===== src/rtl/fx_pkg.sv =====
// fx_pkg: shared types and helpers for the fx_chain audio effect pipeline.
//   clip_mode_e   - clip stage mode encoding (2'b11 behaves as hard clip)
//   BYP_*         - bit positions inside the per-stage bypass vector
//   sat_s()       - clamp a wide signed value to a w-bit signed range
package fx_pkg;

  typedef enum logic [1:0] {
    CLIP_NONE     = 2'b00,
    CLIP_HARD     = 2'b01,
    CLIP_SOFT     = 2'b10,
    CLIP_HARD_ALT = 2'b11
  } clip_mode_e;

  localparam int BYP_HP   = 0;
  localparam int BYP_GAIN = 1;
  localparam int BYP_CLIP = 2;

  // Working width of sat_s; every caller sign-extends into this width.
  localparam int SAT_W = 64;

  function automatic logic signed [SAT_W-1:0] sat_s(input logic signed [SAT_W-1:0] x,
                                                    input int w);
    logic signed [SAT_W-1:0] hi, lo;
    hi = (64'sd1 <<< (w - 1)) - 64'sd1;
    lo = -hi - 64'sd1;
    if (x > hi)      sat_s = hi;
    else if (x < lo) sat_s = lo;
    else             sat_s = x;
  endfunction

endpackage


===== src/rtl/fx_hipass.sv =====
// fx_hipass: one-pole DC-blocking highpass, one register of latency.
//   y = x - x_prev + y_prev - (y_prev >>> HP_SHIFT), saturated to FXP_SIZE.
// Ports:
//   clk, rst    - clock, synchronous active-high reset
//   i_valid     - i_x holds a valid sample; state only advances on valid
//   i_bypass    - forward i_x unchanged (filter state keeps tracking)
//   i_x         - signed input sample
//   o_y         - registered signed output sample
module fx_hipass
  import fx_pkg::*;
#(
  parameter int FXP_SIZE = 16,
  parameter int HP_SHIFT = 6
)(
  input  logic                clk,
  input  logic                rst,
  input  logic                i_valid,
  input  logic                i_bypass,
  input  logic [FXP_SIZE-1:0] i_x,
  output logic [FXP_SIZE-1:0] o_y
);
  localparam int W = FXP_SIZE + 2;

  logic signed [FXP_SIZE-1:0] r_x_prev, r_y_prev, r_y;
  logic signed [FXP_SIZE-1:0] w_y_dec, w_y;
  logic signed [W-1:0]        w_sum;

  always_comb begin
    w_y_dec = r_y_prev >>> HP_SHIFT;
    // Two guard bits cover |x - x_prev| + |y_prev - leak| without wrap.
    w_sum = {{2{i_x[FXP_SIZE-1]}}, i_x}
          - {{2{r_x_prev[FXP_SIZE-1]}}, r_x_prev}
          + {{2{r_y_prev[FXP_SIZE-1]}}, r_y_prev}
          - {{2{w_y_dec[FXP_SIZE-1]}}, w_y_dec};
    w_y = FXP_SIZE'(sat_s({{(SAT_W-W){w_sum[W-1]}}, w_sum}, FXP_SIZE));
  end

  always_ff @(posedge clk) begin
    if (rst) begin
      r_x_prev <= '0;
      r_y_prev <= '0;
      r_y      <= '0;
    end else if (i_valid) begin
      r_x_prev <= i_x;
      r_y_prev <= w_y;
      r_y      <= i_bypass ? i_x : w_y;
    end
  end

  assign o_y = r_y;

endmodule


===== src/rtl/fx_chain.sv =====
// fx_chain: 4-register effect pipeline: input -> highpass -> gain -> clip.
// Fixed latency of 4 cycles, one sample per cycle, no stall.
// Ports:
//   clk, rst      - clock, synchronous active-high reset
//   i_par_gain    - target gain, unsigned, GAIN_FRAC fraction bits
//   i_mode        - clip mode (fx_pkg::clip_mode_e)
//   i_bypass      - per-stage bypass: [0] highpass, [1] gain, [2] clip
//   i_valid       - i_sample valid
//   i_sample      - signed input sample
//   o_valid       - o_sample valid (i_valid delayed 4 cycles)
//   o_sample      - signed output sample, held between valid outputs
//   o_clip        - output sample was clamped or saturated (0 when !o_valid)
//   o_gain_cur    - gain currently applied
// Build option: GAIN_RAMP_EN - gain steps 1 LSB per valid sample toward
// i_par_gain instead of loading it directly.
module fx_chain
  import fx_pkg::*;
#(
  parameter int FXP_SIZE  = 16,
  parameter int GAIN_W    = 11,
  parameter int GAIN_FRAC = 4,
  parameter int CLIP_BITS = 12,
  parameter int HP_SHIFT  = 6
)(
  input  logic                clk,
  input  logic                rst,
  input  logic [GAIN_W-1:0]   i_par_gain,
  input  logic [1:0]          i_mode,
  input  logic [2:0]          i_bypass,
  input  logic                i_valid,
  input  logic [FXP_SIZE-1:0] i_sample,
  output logic                o_valid,
  output logic [FXP_SIZE-1:0] o_sample,
  output logic                o_clip,
  output logic [GAIN_W-1:0]   o_gain_cur
);
  localparam int STAGES = 4;
  localparam int PW     = FXP_SIZE + GAIN_W;
  localparam logic signed [PW-1:0] CLIP_L = PW'((64'sd1 <<< (CLIP_BITS - 1)) - 64'sd1);

  logic [STAGES-1:0]    r_vld_pipe;
  logic [FXP_SIZE-1:0]  r_x_in, w_hp, r_out;
  logic [GAIN_W-1:0]    r_g_cur, w_g_nxt;
  logic signed [PW:0]   w_hp_ext, w_g_ext, w_prod;
  logic signed [PW-1:0] r_gain_x, w_gain_x, w_abs, w_mag, w_cl;
  logic signed [SAT_W-1:0] w_cl64, w_sat;
  logic                 w_flag, r_clip;

  // Stage 1: input register
  always_ff @(posedge clk) begin
    if (rst) begin
      r_vld_pipe <= '0;
      r_x_in     <= '0;
    end else begin
      r_vld_pipe <= {r_vld_pipe[STAGES-2:0], i_valid};
      if (i_valid) r_x_in <= i_sample;
    end
  end

  // Stage 2: highpass
  fx_hipass #(.FXP_SIZE(FXP_SIZE), .HP_SHIFT(HP_SHIFT)) u_hipass (
    .clk      (clk),
    .rst      (rst),
    .i_valid  (r_vld_pipe[0]),
    .i_bypass (i_bypass[BYP_HP]),
    .i_x      (r_x_in),
    .o_y      (w_hp)
  );

  // Stage 3: gain. The product uses the gain value being registered this
  // cycle, so o_gain_cur always names the gain of the latest sample.
  always_comb begin
`ifdef GAIN_RAMP_EN
    w_g_nxt = r_g_cur;
    if (r_g_cur < i_par_gain)      w_g_nxt = r_g_cur + GAIN_W'(1);
    else if (r_g_cur > i_par_gain) w_g_nxt = r_g_cur - GAIN_W'(1);
`else
    w_g_nxt = i_par_gain;
`endif
    w_hp_ext = {{(PW + 1 - FXP_SIZE){w_hp[FXP_SIZE-1]}}, w_hp};
    w_g_ext  = {{(PW + 1 - GAIN_W){1'b0}}, w_g_nxt};
    w_prod   = w_hp_ext * w_g_ext;
    if (i_bypass[BYP_GAIN]) w_gain_x = {{GAIN_W{w_hp[FXP_SIZE-1]}}, w_hp};
    else                    w_gain_x = PW'(w_prod >>> GAIN_FRAC);
  end

  always_ff @(posedge clk) begin
    if (rst) begin
      r_g_cur  <= '0;
      r_gain_x <= '0;
    end else if (r_vld_pipe[1]) begin
      r_g_cur  <= w_g_nxt;
      r_gain_x <= w_gain_x;
    end
  end

  // Stage 4: clip, then saturate to full scale
  always_comb begin
    w_cl   = r_gain_x;
    w_flag = 1'b0;
    w_abs  = r_gain_x[PW-1] ? -r_gain_x : r_gain_x;
    w_mag  = CLIP_L + ((w_abs - CLIP_L) >>> 2);
    if (!i_bypass[BYP_CLIP]) begin
      case (i_mode)
        CLIP_NONE: ;
        CLIP_SOFT: if (w_abs > CLIP_L) begin
          w_cl   = r_gain_x[PW-1] ? -w_mag : w_mag;
          w_flag = 1'b1;
        end
        default: if (r_gain_x > CLIP_L) begin
          w_cl   = CLIP_L;
          w_flag = 1'b1;
        end else if (r_gain_x < -CLIP_L) begin
          w_cl   = -CLIP_L;
          w_flag = 1'b1;
        end
      endcase
    end
    w_cl64 = {{(SAT_W - PW){w_cl[PW-1]}}, w_cl};
    w_sat  = sat_s(w_cl64, FXP_SIZE);
    if (w_sat != w_cl64) w_flag = 1'b1;
  end

  always_ff @(posedge clk) begin
    if (rst) begin
      r_out  <= '0;
      r_clip <= 1'b0;
    end else begin
      r_clip <= r_vld_pipe[2] & w_flag;
      if (r_vld_pipe[2]) r_out <= w_sat[FXP_SIZE-1:0];
    end
  end

  assign o_valid    = r_vld_pipe[STAGES-1];
  assign o_sample   = r_out;
  assign o_clip     = r_clip;
  assign o_gain_cur = r_g_cur;

endmodule


===== config.mk =====
export PLATFORM = sky130hd
export DESIGN_NAME = fx_chain
export DESIGN_NICKNAME = d
export VERILOG_FILES = /design/src/rtl/fx_pkg.sv /design/src/rtl/fx_hipass.sv /design/src/rtl/fx_chain.sv
export SDC_FILE = /design/constraint.sdc
export NUM_CORES = 1
export LEC_CHECK = 0
export ABC_AREA = 0
export BUFFER_PORTS_ARGS = -buffer_cell sky130_fd_sc_hd__buf_2
export CAP_MARGIN = 40
export CORE_ASPECT_RATIO = 2
export CORE_MARGIN = 1.5
export CORE_UTILIZATION = 40
export CTS_CLUSTER_SIZE = 12
export DETAILED_ROUTE_END_ITERATION = 10
export PLACE_DENSITY = 0.66
export SLEW_MARGIN = 30
export SYNTH_ARGS = -nofsm -noshare
export SYNTH_HDL_FRONTEND = slang
export SYNTH_SLANG_ARGS = --single-unit

===== constraint.sdc =====
create_clock -name clk -period 12.5 [get_ports clk]
set_input_delay 1.25 -clock clk [delete_from_list [all_inputs] [get_ports clk]]
set_output_delay 1.25 -clock clk [all_outputs]
set_load 0.1 [all_outputs]

==> flow_metrics.py, run 1 <==
metrics = {
    "run_status": {
        "status": "finished, final reports clean",
    },
    "hold_path": {
        "hold_path_end": "u_hipass.r_y_prev[0]",
        "worst_hold_path_type": "flip-flop to flip-flop",
        "hold_path.startpoint": "u_hipass.r_y_prev[0]",
        "hold_depth": 2,
    },
    "synthesis": {
        "yosysWarnings": 0,
        "synth_cell_types": 80,
        "syn_nets": 2309,
        "synth_top_flop_cell": "dfxtp_1",
        "ys_seq_elements": 120,
        "async_flop_share_pct": 0,
        "yosysSeqAreaShare_pct": 14.8,
        "syn_area_um2": 16300,
        "syn_inst": 1992,
        "synth_edf_count": 0,
        "syn_avg_cell_area_um2": 8.16,
    },
    "clock_tree": {
        "clockBufferDepth": 2,
        "worstSkewPairLatency_ns": 0.46,
        "ctsRootBufferMaster": "clkbuf_16",
        "cts_tree": "done",
        "cts_max_level": 4,
        "cts_buffers": 17,
        "path_clk_slew_ns": 0.06,
        "cts_hold_buffers": 0,
        "ctsResizeCount": 0,
        "cts.sinks": 120,
        "cts_setup_buffers": 0,
    },
    "placement": {
        "placed_area_um2": 16900,
        "port_buffers": 63,
        "post-dp-hpwl_mm": 40.8,
        "routabilityCongestion": 1.03,
    },
    "worst_setup_path": {
        "cp-end-kind": "flip-flop",
        "path_max_fanout": 17,
        "path_common_cell": "ha_1",
        "path_class": "flip-flop to flip-flop",
        "crit_family": "simple AND/OR/NAND/NOR gates",
        "crit_chain": "inv_1 > ha_1 > nor3b_1 > o211ai_1 > nand3_1 > nand2_1 > ha_1 > nand2b_1 > o31a_1 > o211a_1 > xnor2_1 > or4_1 > a211oi_1 > nand3_1 > nor4_1 > o211ai_1 > nor3_1 > o21ai_0 > or4b_2 > or3_1 > ha_1 > or2_2 > a311oi_1",
        "r2r-end": "o_sample[11]",
        "crit_slowest_cell": "dfxtp_1",
        "worstPathArrival_ns": 8.51,
        "cp_slowest_stage_delay_ns": 0.65,
        "critPathBufInv": 1,
        "regToRegSetupSlack_ns": 4.37,
        "cp-start-kind": "flip-flop",
        "r2r_start": "r_gain_x[0]",
        "reg2regPathDepth": 23,
        "crit_required_ns": 12.87,
    },
    "timing": {
        "tightest_slew_ns": 0.884,
        "hold_viol": 0,
        "layout_min_cycle_time_ns": 8.13,
        "rsz0062_at_grt": "false",
        "fin_tns_setup_ns": 0,
        "slew_headroom_pct": 41.1,
        "setup_violations": 0,
        "fmax_ghz": 0.123,
        "post-route-period-util_pct": 65.1,
        "maxSlewViolCount": 0,
        "skew_ns": 0.0228,
    },
    "global_route": {
        "grt_antenna_before_repair": 0,
        "grt-ovfl-total": 0,
        "groute.usage.overall_pct": 24.7,
        "grt_max_degree": 73,
        "first_global_vias": 15600,
        "grt_pass1_wl_mm": 80.6,
    },
    "detailed_routing": {
        "firstDrtPassIters": 5,
        "ant_nets": 0,
        "vias": 14500,
        "wl_per_cell_um": 20.1,
        "drt_iter0_markers": 672,
        "postRouteWirelength_mm": 50.6,
        "viasPerCell": 5.75,
        "drc": 0,
    },
    "floorplan": {
        "core_area_um2": 40200,
        "start_util_pct": 40.4,
        "io_pins": 64,
        "die_area_um2": 41900,
        "fp.dieW_um": 146,
        "fp.dieH_um": 288,
        "rows": 104,
    },
    "finish": {
        "drive_above_1_share_pct": 7.61,
        "fillCellCount": 4026,
        "area_growth_pct": 7.45,
        "final_area_um2": 17500,
        "final_util_pct": 43.5,
        "fin_nets": 2288,
        "n_antenna_cell": 0,
    },
    "run": {
        "cap_violations": 0,
    },
    "pwr": {
        "vdd_drop_max_mv": 0.192,
        "powerDensity_nw_per_um2": 241,
        "p_leak_uw": 0.00743,
    },
}
## where the power goes
group | internal [µW] | total, µW | leakage (µW) | switching, µW
clock network | 282 | 501 | 0.000275 | 219
logic | 1250 | 3160 | 0.00617 | 1910
registers | 432 | 555 | 0.000982 | 123
## synth_stat cells, drive strengths merged, types with 11 or more instances
| cell type | count | area (µm²) |
|---|---|---|
| a211oi | 40 | 313 |
| a21o | 13 | 97.6 |
| a21oi | 75 | 375 |
| a311oi | 18 | 158 |
| and2 | 91 | 569 |
| and3 | 11 | 68.8 |
| buf | 12 | 75.1 |
| clkbuf | 108 | 407 |
| dfxtp | 120 | 2400 |
| fa | 177 | 3540 |
| ha | 105 | 1310 |
| inv | 245 | 920 |
| mux2i | 50 | 500 |
| nand2 | 173 | 649 |
| nand2b | 36 | 225 |
| nand3 | 25 | 138 |
| nand4 | 18 | 113 |
| nor2 | 174 | 656 |
| nor2b | 16 | 100 |
| nor3 | 43 | 215 |
| nor4 | 21 | 131 |
| o211ai | 22 | 165 |
| o21a | 13 | 97.6 |
| o21ai | 74 | 370 |
| o31ai | 15 | 113 |
| o32ai | 15 | 131 |
| or2 | 12 | 75.1 |
| or3 | 16 | 100 |
| xnor2 | 62 | 543 |
| xor2 | 36 | 315 |
## cell families after synthesis
family | count (synthesis) | synth area share (%)
AO/OA/AOI/OAI | 405 | 17.7
XOR/XNOR | 98 | 5.28
adder cells (fa/ha/maj) | 282 | 29.9
buffers and inverters | 366 | 8.64
flip-flops | 120 | 14.8
multiplexers | 53 | 3.29
AND/OR/NAND/NOR | 668 | 20.5
## layer usage
metal	part of all wire, %	vias to the layer above	track usage, %
met3	3.5	204	3.32
li1	-	6743	-
met1	32	7085	21.4
met2	57	429	49.6
met4	8.0	0	19.9
met5	0	-	0
## how the worst max path moves through the flow
stage,end,cells after the start,start,slack (ns)
after floorplan,r_gain_x[25],25,i_par_gain[4],5.69
after global routing,o_sample[11],23,r_gain_x[0],3.77
final,o_sample[11],23,r_gain_x[0],4.37
after detailed placement,o_sample[11],23,r_gain_x[0],4.45
after global placement,o_sample[11],23,r_gain_x[0],4.67
after CTS,o_sample[11],23,r_gain_x[0],4.40
## worst register-to-register path, stage by stage (launching register included)
cell and delay [ns]:
dfxtp_1 0.65, inv_1 0.13, ha_1 0.47, nor3b_1 0.27, o211ai_1 0.30, nand3_1 0.46
nand2_1 0.33, ha_1 0.21, nand2b_1 0.09, o31a_1 0.27, o211a_1 0.26, xnor2_1 0.24
or4_1 0.60, a211oi_1 0.49, nand3_1 0.13, nor4_1 0.50, o211ai_1 0.18, nor3_1 0.24
o21ai_0 0.14, or4b_2 0.65, or3_1 0.38, ha_1 0.47, or2_2 0.36, a311oi_1 0.24
## registers in the layout, summed over array words and instances (netlist names), 4 cells and up
name,cells
u_hipass.r_y_prev,16
r_gain_x,24
o_sample,16
r_x_in,16
u_hipass.o_y,16
r_vld_pipe,4
o_gain_cur,11
u_hipass.r_x_prev,16
## cells in the final DEF, fill, tap and decap left out, types with 17 or more instances in the layout
cell,Yosys,final
inv_1,245,245
fa_1,177,177
nand2_1,173,173
nor2_1,173,172
dfxtp_1,120,118
ha_1,105,105
and2_1,91,91
a21oi_1,75,75
o21ai_0,73,73
xnor2_1,62,62
buf_2,0,62
mux2i_1,50,50
nor3_1,43,43
a211oi_1,39,39
nand2b_1,36,36
xor2_1,36,36
nand3_1,24,24
o211ai_1,22,22
nor4_1,21,21
nand4_1,18,18
a311oi_1,18,18
clkbuf_16,0,17
## cell type report
cell class / instances / area (µm²) / area share [%]
Multi-Input combinational cell: 1506 / 12500 / 71.3
Tap cell: 530 / 663 / 3.80
Clock buffer: 18 / 439 / 2.51
Sequential cell: 120 / 2400 / 13.8
Clock inverter: 14 / 136 / 0.781
Timing Repair Buffer: 80 / 448 / 2.56
Inverter: 246 / 923 / 5.29
## through the flow
step	hold slack, ns	setup slack (ns)	power [µW]	cells
2_1_floorplan	0.450	5.69	2980	1992
6_report	0.476	4.37	4220	2514
5_1_grt	0.516	3.77	4650	2514
3_3_place_gp	0.465	4.67	3600	2478
4_1_cts	0.474	4.40	4220	2511
3_5_place_dp	0.464	4.45	3690	2479
Note: power is estimated with default switching activity, not from simulation.
==> inputs of run 2 (changes only) <==
- clock period: 12.5 -> 7.75 ns (I/O delays scaled with it)
==> flow_metrics.py, run 2 (synthesis gave the netlist of run 1 again) <==
metrics = {
    "clock_tree": {
        "cts_setup_buffers": 0,
        "path_clk_slew_ns": 0.06,
        "cts_tree": "done",
        "cts.sinks": 120,
        "worstSkewPairLatency_ns": 0.44,
        "cts_buffers": 17,
        "ctsResizeCount": 0,
        "clockBufferDepth": 2,
        "ctsRootBufferMaster": "clkbuf_16",
        "cts_hold_buffers": 0,
        "cts_max_level": 4,
    },
    "worst_setup_path": {
        "critPathBufInv": 6,
        "path_max_fanout": 17,
        "r2r-end": "o_sample[11]",
        "worstPathArrival_ns": 7.35,
        "regToRegSetupSlack_ns": 0.66,
        "cp_slowest_stage_delay_ns": 0.56,
        "reg2regPathDepth": 17,
        "crit_family": "compound AO/OA/AOI/OAI gates",
        "path_class": "primary input to flip-flop",
        "r2r_start": "r_gain_x[2]",
        "cp-start-kind": "primary input",
        "crit_required_ns": 7.99,
        "crit_slowest_cell": "a2111oi_0",
        "cp-end-kind": "flip-flop",
    },
    "finish": {
        "fin_nets": 2321,
        "n_antenna_cell": 0,
        "final_area_um2": 17800,
        "drive_above_1_share_pct": 9.12,
        "regMostFlops": "r_gain_x",
        "final_cell_mix": "inv_1 (245), fa_1 (177), nand2_1 (173)",
        "area_growth_pct": 9.28,
        "largest_reg_flops": 24,
        "final_common_cell": "inv_1",
    },
    "timing": {
        "tightest_slew_ns": 0.949,
        "skew_ns": 0.0126,
        "slew_headroom_pct": 35.8,
        "post-route-period-util_pct": 91.8,
        "layout_min_cycle_time_ns": 7.11,
        "setup_violations": 0,
        "rsz0062_at_grt": "false",
        "fmax_ghz": 0.141,
        "maxSlewViolCount": 0,
        "hold_viol": 0,
        "fin_tns_setup_ns": 0,
    },
    "detailed_routing": {
        "firstDrtPassIters": 5,
        "wl_per_cell_um": 20.5,
        "viasPerCell": 5.78,
        "vias": 14700,
        "ant_nets": 0,
        "drc": 0,
        "postRouteWirelength_mm": 52.2,
        "drt_iter0_markers": 679,
    },
    "placement": {
        "post-dp-hpwl_mm": 42.5,
        "placed_area_um2": 17100,
        "port_buffers": 63,
        "routabilityCongestion": 1.00,
    },
    "floorplan": {
        "start_util_pct": 40.4,
        "fp.dieH_um": 288,
        "rows": 104,
        "core_area_um2": 40200,
        "die_area_um2": 41900,
        "io_pins": 64,
        "fp.dieW_um": 146,
    },
    "global_route": {
        "groute.usage.overall_pct": 25.2,
        "grt_use_met3_pct": 3.22,
        "grt-ovfl-total": 0,
        "use_met2_pct": 49.0,
        "grt_max_degree": 74,
        "grt_antenna_before_repair": 0,
        "top_usage_layer": "met2",
        "grt_pass1_wl_mm": 81.9,
        "grtUsageMet1_pct": 21.7,
        "first_global_vias": 15800,
    },
    "run_status": {
        "status": "finished, final reports clean",
    },
    "hold_path": {
        "worst_hold_path_type": "flip-flop to flip-flop",
        "hold_depth": 2,
        "hold_path_end": "o_sample[13]",
        "hold_path.startpoint": "o_sample[13]",
    },
    "pwr": {
        "p_leak_uw": 0.00762,
        "vdd_drop_max_mv": 0.384,
        "powerDensity_nw_per_um2": 392,
    },
    "run": {
        "cap_violations": 0,
    },
}
## run 2: worst max-delay path by stage
stage / start / to / cells past startpoint
2_1_floorplan: r_gain_x[0] / o_sample[10] / 28
3_3_place_gp: i_par_gain[5] / r_gain_x[25] / 25
4_1_cts: r_gain_x[2] / o_sample[11] / 16
3_5_place_dp: i_par_gain[5] / r_gain_x[25] / 25
5_1_grt: r_gain_x[0] / o_sample[11] / 24
6_report: i_par_gain[5] / r_gain_x[25] / 25
## run 2: cell type report
class                      count  area [µm²]
inverter                     246         923
sequential                   120        2400
clock buffer                  20         467
tap                          530         663
clock inverter                12         163
fill                        4011       22400
timing repair buffer         113         687
multi-input combinational   1506       12500
## run 2: worst min-delay path, cell delays in order (launching register included)
cell and delay [ns]:
dfxtp_1 0.31, nor2_1 0.08, a311oi_1 0.05
## run 2: where the power goes
part	internal, µW	total [µW]	switching (µW)
logic	2060	5230	3180
registers	697	886	189
clock network	535	854	319
## run 2: metal layers
layer / routed length [µm] / share of wire [%]
met3: 1860 / 3.6
met4: 5640 / 11
met5: 0 / 0
met1: 16400 / 31
met2: 28300 / 54
## run 2: stage by stage
step | worst slack, ns | utilization, % | std cells | power (µW) | hold WS, ns
2_1_floorplan | 0.965 | - | 1992 | 4810 | 0.450
3_3_place_gp | 0.0704 | 42.5 | 2507 | 5890 | 0.465
3_5_place_dp | 0.263 | 42.5 | 2510 | 6070 | 0.480
4_1_cts | 0.510 | 44.1 | 2542 | 6970 | 0.489
5_1_grt | 0.0943 | 44.2 | 2547 | 7660 | 0.505
6_report | 0.639 | 44.2 | 2547 | 6970 | 0.481
==> inputs of run 3 (changes only) <==
- CORE_UTILIZATION: 40 -> 45
- PLACE_DENSITY: 0.66 -> 0.71
==> flow_metrics.py, run 3 (synthesis gave the netlist of run 1 again) <==
metrics = {
    "run_status": {
        "status": "finished, final reports clean",
    },
    "placement": {
        "port_buffers": 63,
        "post-dp-hpwl_mm": 42.0,
        "routabilityCongestion": 1.04,
        "dp_cells": 2428,
    },
    "timing": {
        "post-route-period-util_pct": 94.5,
        "rsz0062_at_grt": "false",
        "maxSlewViolCount": 0,
        "slew_headroom_pct": 34.0,
        "layout_min_cycle_time_ns": 7.32,
        "fmax_ghz": 0.137,
        "fin_tns_setup_ns": 0,
        "setup_violations": 0,
        "skew_ns": 0.0122,
        "hold_viol": 0,
        "tightest_slew_ns": 0.982,
    },
    "finish": {
        "final_cell_mix": "inv_1 (245), fa_1 (177), nand2_1 (173)",
        "largest_reg_flops": 24,
        "regMostFlops": "r_gain_x",
        "final_common_cell": "inv_1",
        "fin_nets": 2317,
        "area_growth_pct": 8.26,
        "final_util_pct": 49.3,
        "drive_above_1_share_pct": 9.04,
        "multi_input_area_um2": 12500,
        "fillCellCount": 3427,
        "n_antenna_cell": 0,
        "seq_area_um2": 2410,
        "final_cell_count_no_fill": 2463,
    },
    "detailed_routing": {
        "drt_iter0_markers": 759,
        "vias": 14800,
        "firstDrtPassIters": 5,
        "wl_per_cell_um": 21.7,
        "drc": 0,
        "ant_nets": 0,
        "postRouteWirelength_mm": 53.5,
        "viasPerCell": 6.00,
    },
    "worst_setup_path": {
        "cp-start-kind": "flip-flop",
        "worstPathArrival_ns": 7.69,
        "path_class": "flip-flop to flip-flop",
        "cp-end-kind": "flip-flop",
        "crit_required_ns": 8.12,
        "path_max_fanout": 17,
        "reg2regPathDepth": 23,
    },
    "clock_tree": {
        "cts_hold_buffers": 0,
        "cts_max_level": 4,
        "ctsRootBufferMaster": "clkbuf_16",
        "cts_buffers": 17,
        "clockBufferDepth": 2,
        "cts_setup_buffers": 0,
        "cts.sinks": 120,
        "worstSkewPairLatency_ns": 0.46,
        "ctsResizeCount": 0,
        "cts_tree": "done",
        "path_clk_slew_ns": 0.06,
    },
    "run": {
        "cap_violations": 0,
    },
    "global_route": {
        "grt-ovfl-total": 0,
        "grt_antenna_before_repair": 2,
        "groute.usage.overall_pct": 30.0,
        "first_global_vias": 16000,
        "grt_max_degree": 68,
        "grt_pass1_wl_mm": 84.3,
    },
    "floorplan": {
        "start_util_pct": 45.6,
        "fp.dieW_um": 137,
        "core_area_um2": 35700,
        "rows": 98,
        "fp.dieH_um": 272,
        "io_pins": 64,
        "die_area_um2": 37400,
    },
    "pwr": {
        "powerDensity_nw_per_um2": 393,
        "p_leak_uw": 0.00757,
        "vdd_drop_max_mv": 0.443,
    },
    "hold_path": {
        "hold_depth": 2,
        "worst_hold_path_type": "flip-flop to flip-flop",
    },
}
-- run 3: final cells by class --
class | count | area share [%]
clock buffers | 21 | 2.67
clock inverters | 11 | 0.554
inverters | 246 | 5.25
multi-input cells | 1506 | 70.8
flip-flops and latches | 120 | 13.7
well taps | 450 | 3.20
repair buffers | 109 | 3.85
-- run 3: through the flow --
| step | instance area, µm² | power (µW) | hold WS [ns] | worst slack (ns) |
|---|---|---|---|---|
| finish | 17600 | 6920 | 0.485 | 0.426 |
| detailed placement | 17000 | 6040 | 0.476 | 0.521 |
| global placement | 17000 | 5860 | 0.464 | 0.615 |
| CTS | 17600 | 6850 | 0.484 | 0.666 |
| floorplan | 16300 | 4810 | 0.450 | 0.965 |
| global route | 17600 | 7570 | 0.508 | 0.0111 |
-- run 3: power breakdown --
group / internal, µW / switching, µW / leakage [µW]
Sequential: 697 / 207 / 0.000982
Combinational: 2060 / 3170 / 0.00631
Clock: 464 / 321 / 0.000271
-- run 3: path summary, 6_finish.rpt --
path | slack [ns] | end | start
worst max-delay path | 0.43 | o_sample[11] | r_gain_x[1]
worst min-delay path | 0.48 | o_sample[14] | o_sample[14]
worst max register to register | 0.43 | o_sample[11] | r_gain_x[1]
worst min register to register | 0.48 | o_sample[14] | o_sample[14]
-- run 3: worst max-delay path: stages (launching register included) --
cell and delay [ns]:
dfxtp_1 0.31, inv_1 0.08, ha_1 0.57, nor3b_1 0.33, o211a_1 0.27, o21ai_0 0.13, nand2_1 0.16, ha_1 0.19
nand2b_1 0.07, o31a_1 0.25, o211a_1 0.23, xnor2_1 0.23, or4_1 0.60, a211oi_1 0.44, nand3_1 0.13, nor4_1 0.54
o211ai_1 0.19, nor3_1 0.19, o21ai_0 0.11, or4b_2 0.74, or3_1 0.39, ha_1 0.46, or2_2 0.36, a311oi_1 0.24
-- run 3: per-layer routing --
metal / share of wire (%) / wire [µm] / vias up / track usage [%]
met1: 31 / 16600 / 7187 / 26.6
li1: - / - / 6788 / -
met2: 52 / 28100 / 526 / 53.9
met4: 11 / 5640 / 4 / 27.2
met3: 6.0 / 3190 / 276 / 7.57
met5: 0.032 / 17 / - / 0
